[src/rtl/seg_scan_driver_if.sv]
`default_nettype none
// ============================================================================
// Module      : seg_scan_driver_if
// Description : Processor IO bus plus display pins of the 7-segment scanner.
// Revision    : 1.0 - initial release
// ============================================================================
interface seg_scan_driver_if;
    logic        IOWriteEn;
    logic [3:0]  IOAddr;
    logic [31:0] IOWriteData;
    logic [31:0] IORdData;
    logic [3:0]  AN;
    logic [6:0]  LED;

    modport master (
        output IOWriteEn, IOAddr, IOWriteData,
        input  IORdData, AN, LED
    );

    modport slave (
        input  IOWriteEn, IOAddr, IOWriteData,
        output IORdData, AN, LED
    );
endinterface
`default_nettype wire

[src/rtl/seg_scan_driver.sv]
`default_nettype none
// ============================================================================
// Module      : seg_scan_driver
// Description : Four-digit multiplexed hex display driver with IO-mapped
//               VALUE/CTRL registers. Optional macro SEG_BLANK_LEADING_ZERO_EN
//               compiles in leading-zero blanking.
// Revision    : 1.0 - initial release
// ============================================================================
module seg_scan_driver #(
    parameter int REFRESH_BITS = 16
) (
    input  wire logic         CLK,
    input  wire logic         RESET,
    seg_scan_driver_if.slave  bus
);

    localparam logic [15:0] c_VALUE_RST = 16'h0000;
    localparam logic [7:0]  c_CTRL_RST  = 8'h01;
    localparam logic [3:0]  c_AN_OFF    = 4'b1111;
    localparam logic [6:0]  c_LED_OFF   = 7'b1111111;

    logic [REFRESH_BITS-1:0] r_cnt;
    logic [15:0]             r_value;
    logic [7:0]              r_ctrl;
    logic [1:0]              r_prev_sel;
    logic [3:0]              r_an;
    logic [6:0]              r_led;

    logic                    w_wr_value;
    logic                    w_wr_ctrl;
    logic [15:0]             w_value_nxt;
    logic [7:0]              w_ctrl_nxt;
    logic [1:0]              w_sel;
    logic [3:0]              w_nibble;
    logic [6:0]              w_seg;
    logic                    w_lz_blank;
    logic                    w_mask_blank;
    logic [3:0]              w_an_nxt;
    logic [6:0]              w_led_nxt;
    logic                    w_unused;

    assign w_wr_value = bus.IOWriteEn && (bus.IOAddr == 4'h0);
    assign w_wr_ctrl  = bus.IOWriteEn && (bus.IOAddr == 4'h1);

    // Display decode uses post-write register values so a coincident write wins.
    assign w_value_nxt = w_wr_value ? bus.IOWriteData[15:0] : r_value;
    assign w_ctrl_nxt  = w_wr_ctrl  ? bus.IOWriteData[7:0]  : r_ctrl;

    assign w_sel        = r_cnt[REFRESH_BITS-1 -: 2];
    assign w_nibble     = w_value_nxt[{w_sel, 2'b00} +: 4];
    assign w_mask_blank = w_ctrl_nxt[3'd4 + {1'b0, w_sel}];
    assign w_unused     = &{1'b0, bus.IOWriteData[31:16]};

`ifdef SEG_BLANK_LEADING_ZERO_EN
    always_comb begin
        w_lz_blank = 1'b0;
        case (w_sel)
            2'd1:    w_lz_blank = (w_value_nxt[15:4]  == 12'h000);
            2'd2:    w_lz_blank = (w_value_nxt[15:8]  == 8'h00);
            2'd3:    w_lz_blank = (w_value_nxt[15:12] == 4'h0);
            default: w_lz_blank = 1'b0;
        endcase
    end
`else
    assign w_lz_blank = 1'b0;
`endif

    // Active-low {g,f,e,d,c,b,a}
    always_comb begin
        w_seg = c_LED_OFF;
        case (w_nibble)
            4'h0:    w_seg = 7'b1000000;
            4'h1:    w_seg = 7'b1111001;
            4'h2:    w_seg = 7'b0100100;
            4'h3:    w_seg = 7'b0110000;
            4'h4:    w_seg = 7'b0011001;
            4'h5:    w_seg = 7'b0010010;
            4'h6:    w_seg = 7'b0000010;
            4'h7:    w_seg = 7'b1111000;
            4'h8:    w_seg = 7'b0000000;
            4'h9:    w_seg = 7'b0010000;
            4'hA:    w_seg = 7'b0001000;
            4'hB:    w_seg = 7'b0000011;
            4'hC:    w_seg = 7'b1000110;
            4'hD:    w_seg = 7'b0100001;
            4'hE:    w_seg = 7'b0000110;
            default: w_seg = 7'b0001110;
        endcase
    end

    // A digit change forces one dark cycle so the old segments never ghost.
    always_comb begin
        w_an_nxt  = c_AN_OFF;
        w_led_nxt = c_LED_OFF;
        if (w_ctrl_nxt[0] && (w_sel == r_prev_sel)) begin
            w_an_nxt = ~(4'b0001 << w_sel);
            if (!w_mask_blank && !w_lz_blank) begin
                w_led_nxt = w_seg;
            end
        end
    end

    always_ff @(posedge CLK or posedge RESET) begin
        if (RESET) begin
            r_cnt      <= '0;
            r_value    <= c_VALUE_RST;
            r_ctrl     <= c_CTRL_RST;
            r_prev_sel <= 2'd0;
            r_an       <= c_AN_OFF;
            r_led      <= c_LED_OFF;
        end else begin
            r_cnt      <= r_cnt + 1'b1;
            r_value    <= w_value_nxt;
            r_ctrl     <= w_ctrl_nxt;
            r_prev_sel <= w_sel;
            r_an       <= w_an_nxt;
            r_led      <= w_led_nxt;
        end
    end

    always_comb begin
        bus.IORdData = 32'h0000_0000;
        case (bus.IOAddr)
            4'h0:    bus.IORdData = {16'h0000, r_value};
            4'h1:    bus.IORdData = {24'h000000, r_ctrl};
            default: bus.IORdData = 32'h0000_0000;
        endcase
    end

    assign bus.AN  = r_an;
    assign bus.LED = r_led;

endmodule
`default_nettype wire

[src/flat_wrapper.sv]
// flat-port wrapper written by rule: the top's interface ports become plain ports
module seg_scan_driver_flat 
#(
    parameter int REFRESH_BITS = 16
)
  (CLK, RESET, bus_IOWriteEn, bus_IOAddr, bus_IOWriteData, bus_IORdData, bus_AN, bus_LED);
  seg_scan_driver_if bus_i ();
  input  wire logic CLK;
  input  wire logic RESET;
  input wire logic [$bits(bus_i.IOWriteEn)-1:0] bus_IOWriteEn;
  input wire logic [$bits(bus_i.IOAddr)-1:0] bus_IOAddr;
  input wire logic [$bits(bus_i.IOWriteData)-1:0] bus_IOWriteData;
  output wire logic [$bits(bus_i.IORdData)-1:0] bus_IORdData;
  output wire logic [$bits(bus_i.AN)-1:0] bus_AN;
  output wire logic [$bits(bus_i.LED)-1:0] bus_LED;
  assign bus_i.IOWriteEn = bus_IOWriteEn;
  assign bus_i.IOAddr = bus_IOAddr;
  assign bus_i.IOWriteData = bus_IOWriteData;
  assign bus_IORdData = bus_i.IORdData;
  assign bus_AN = bus_i.AN;
  assign bus_LED = bus_i.LED;
  seg_scan_driver #(.REFRESH_BITS(REFRESH_BITS)) u_core (.CLK(CLK), .RESET(RESET), .bus(bus_i));
endmodule
[config.mk]
export PLATFORM = sky130hd
export DESIGN_NAME = seg_scan_driver_flat
export DESIGN_NICKNAME = d
export VERILOG_FILES = /design/src/rtl/seg_scan_driver_if.sv /design/src/rtl/seg_scan_driver.sv /design/src/flat_wrapper.sv
export SDC_FILE = /design/constraint.sdc
export NUM_CORES = 1
export LEC_CHECK = 0
export CAP_MARGIN = 20
export CORE_UTILIZATION = 40
export DETAILED_ROUTE_END_ITERATION = 6
export DONT_BUFFER_PORTS = 1
export SLEW_MARGIN = 20
export SYNTH_ARGS = -nofsm -noshare
export SYNTH_HDL_FRONTEND = slang
export SYNTH_SLANG_ARGS = --single-unit
[constraint.sdc]
create_clock -name CLK -period 2.89 [get_ports CLK]
set_clock_uncertainty 0.05 [all_clocks]
set_input_delay 0.578 -clock CLK [delete_from_list [all_inputs] [get_ports CLK]]
set_output_delay 0.578 -clock CLK [all_outputs]
set_load 0.03 [all_outputs]
==> out/metrics.yaml <==
power_and_ir_drop:
  p_switching_uw: 599
  clkPwrFrac: 0.300
  p_seq_frac: 0.488
  p_leak_uw: 0.00134
  sw_frac_of_total: 0.295
  peakVddDrop_mv: 0.226
  p_comb_frac: 0.212
  power_density_nw_per_um2: 662
  p_int_uw: 1430
logic_synthesis:
  synthFlopType: "dfrtp_1"
  syn_inst: 219
  yosys.area.top_type_share: 0.377
  syn_area_per_cell_um2: 12.4
  synth_edf_count: 0
  synthArstFlopShare: 1.00
  ys.warnings.count: 0
  synth.largest_area_cell: "dfrtp_1"
  ys_seq_area_frac: 0.493
  synth_cell_type_count: 39
  netlist_top_cells_area: "dfrtp_1 (38%), dfstp_2 (12%), mux2_2 (10%)"
  netlist_area_um2: 2720
  postSynthRegisterBits: 53
grt:
  track_usage: 0.157
  overflow: 0
  grt_max_degree: 48
  grt_pass1_wl_mm: 8.58
  grt_pass1_vias: 1663
  antenna_found_initial: 0
clocking:
  cts-root-buf: "clkbuf_8"
  postCtsSetupBuffers: 0
  clk_latency_ns: 0.31
  clockBufferDepth: 2
  cts.hold.buffers_added: 0
  cts_resized: 0
  tritoncts: "done"
  ctsHtreeMaxLevel: 2
  cts.sinks: 53
  clkSlewWorstSetupHoldPaths_ns: 0.11
  cts_buffers: 5
worst_hold_path:
  hp-class: "in2async"
worst_setup_path:
  cpMostUsedCell: "mux4_2"
  required_ns: 3.08
  worstPathMaxFanout: 10
  r2r_start: "u_core.r_cnt[14]"
  worst_setup_path_start_kind: "primary input"
  path_class: "in2reg"
  reg2reg_setup_slack_ns: 0.58
  crit_arrival_ns: 2.90
  critPathMaxStageDelay_ns: 0.56
  setup.worst_path.start: "bus_IOAddr[1]"
  crit_end: "u_core.bus.LED[3]"
  cpMaxStageDelayCell: "mux4_2"
  r2r_end: "u_core.bus.LED[3]"
  cp-end-kind: "flip-flop"
  r2r_cells: 4
  crit_path_cell_trace: "nand2b_4 -> nor4_4 -> buf_4 -> mux2_2 -> mux4_2 -> inv_2 -> ha_1 -> inv_1 -> mux4_2 -> nand2b_1"
timing:
  setup_viol: 0
  tightest_slew_ns: 0.603
  max_slew_margin: 0.597
  final_hold_viol_count: 0
  max_clock_freq_ghz: 0.369
  maxSlewViolCount: 0
  rsz0062_at_grt: "no"
  fin_ws_ns: 0.178
  tns_ns: 0
  min_period_ns: 2.71
  period_share: 0.938
floorplanning:
  initial_core_util: 0.421
  die_height_um: 84.5
  core_area_um2: 6460
  row_count: 29
  dieArea_um2: 7130
  die_w_um: 84.5
  io_pins: 82
detailed_routing:
  vias: 1706
  drtPass1Iterations: 7
  viasPerCell: 5.36
  wl_per_cell_um: 16.3
  drc: 11
  drt_iter0_markers: 87
  routed_wl_mm: 5.18
  antenna_left: 0
layout:
  fillers: 581
  antenna_cells: 0
  final_nets: 286
  multi_input_area_um2: 1280
  final_common_cell: "dfrtp_1"
  drive_gt1_frac: 0.357
  postLayoutCoreUtil: 0.474
  final-seq-area_um2: 1340
  syn_to_final_growth_pct: 12.5
  mostFrequentLayoutCells: "dfrtp_1 (41), mux2_2 (25), buf_4 (21)"
place:
  io_buffers: 0
  dp_hpwl_mm: 3.89
  gp_congestion: 0.822
  pre_cts_ws_ns: -0.138
job:
  drv_cap: 0
outcome:
  status: "finished with violations"
  violations: "design-rule violations"
==> power by group through the flow <==
stage	Combinational (µW)	Clock (µW)	Sequential (µW)
finish	429	608	989
global route	471	652	1000
CTS	429	619	991
detailed placement	425	0	1010
global placement	419	0	1000
floorplan	331	0	985
==> kinds of logic after synthesis <==
family | count (synthesis) | share of synthesized area
buffers and inverters | 28 | 0.0662
XOR/XNOR | 16 | 0.0515
other | 1 | 0.00138
flip-flops | 53 | 0.493
AO/OA/AOI/OAI | 19 | 0.0612
multiplexers | 37 | 0.182
adder cells (fa/ha/maj) | 7 | 0.0322
AND/OR/NAND/NOR | 58 | 0.113
==> through the flow <==
stage | area, µm² | std cells | hold WS (ns) | total power [µW]
6_report | 3060 | 318 | 0.150 | 2030
5_1_grt | 3060 | 318 | 0.180 | 2130
4_1_cts | 3030 | 317 | 0.343 | 2040
3_5_place_dp | 2900 | 309 | 0.406 | 1430
3_3_place_gp | 2900 | 309 | 0.404 | 1420
2_1_floorplan | 2800 | 234 | 0.376 | 1320
==> cell type report <==
class,count,area share
Clock buffer,5,0.0225
Tap cell,77,0.0315
Inverter,5,0.00613
Clock inverter,3,0.0225
Timing Repair Buffer,22,0.0605
Sequential cell,53,0.438
Multi-Input combinational cell,153,0.419
==> routing by layer <==
| metal | part of all wire | global-route usage | routed length (µm) | vias to the layer above |
|---|---|---|---|---|
| met5 | 0 | 0 | 0 | - |
| met4 | 0.018 | 0.0524 | 93 | 0 |
| met3 | 0.067 | 0.0501 | 345 | 7 |
| met2 | 0.48 | 0.256 | 2490 | 51 |
| met1 | 0.44 | 0.199 | 2260 | 866 |
| li1 | - | - | - | 782 |
==> synth_stat cells, types with 2 or more instances <==
library cell  count
dfrtp_1          41
mux2_2           25
nand2_1          18
buf_4            17
dfstp_2          12
xnor2_1          11
and2_1           10
a22o_1            9
ha_1              7
mux4_2            7
nor2_1            7
nand3_1           6
and3_1            5
inv_1             5
xor2_1            5
mux2i_1           4
buf_2             3
nand4_1           3
nor2b_1           2
nor4_1            2
o2111ai_1         2
==> worst min path at each step <==
| stage | start | end | slack [ns] | cells past startpoint |
|---|---|---|---|---|
| CTS | RESET | u_core.r_ctrl[4] | 0.34 | 1 |
| floorplan | u_core.r_cnt[15] | u_core.r_prev_sel[1] | 0.38 | 0 |
| detailed placement | u_core.r_cnt[4] | u_core.r_cnt[4] | 0.41 | 1 |
| finish | RESET | u_core.r_ctrl[3] | 0.15 | 1 |
| global route | RESET | u_core.r_ctrl[3] | 0.18 | 1 |
| global placement | u_core.r_cnt[12] | u_core.r_cnt[12] | 0.40 | 1 |
==> sequential cells by signal, indices dropped and copies added, names as in the netlist <==
name               flops
u_core.r_ctrl          8
u_core.r_cnt          16
u_core.bus.AN          4
u_core.bus.LED         7
u_core.r_value        16
u_core.r_prev_sel      2
==> worst max-delay path, delay by kind of cell <==
family                   cells  cell delay, ns
AND/OR/NAND/NOR              3            0.41
multiplexers                 3            1.36
adder cells (fa/ha/maj)      1            0.17
buffers and inverters        3            0.36
Power figures use the tool's default switching activity.
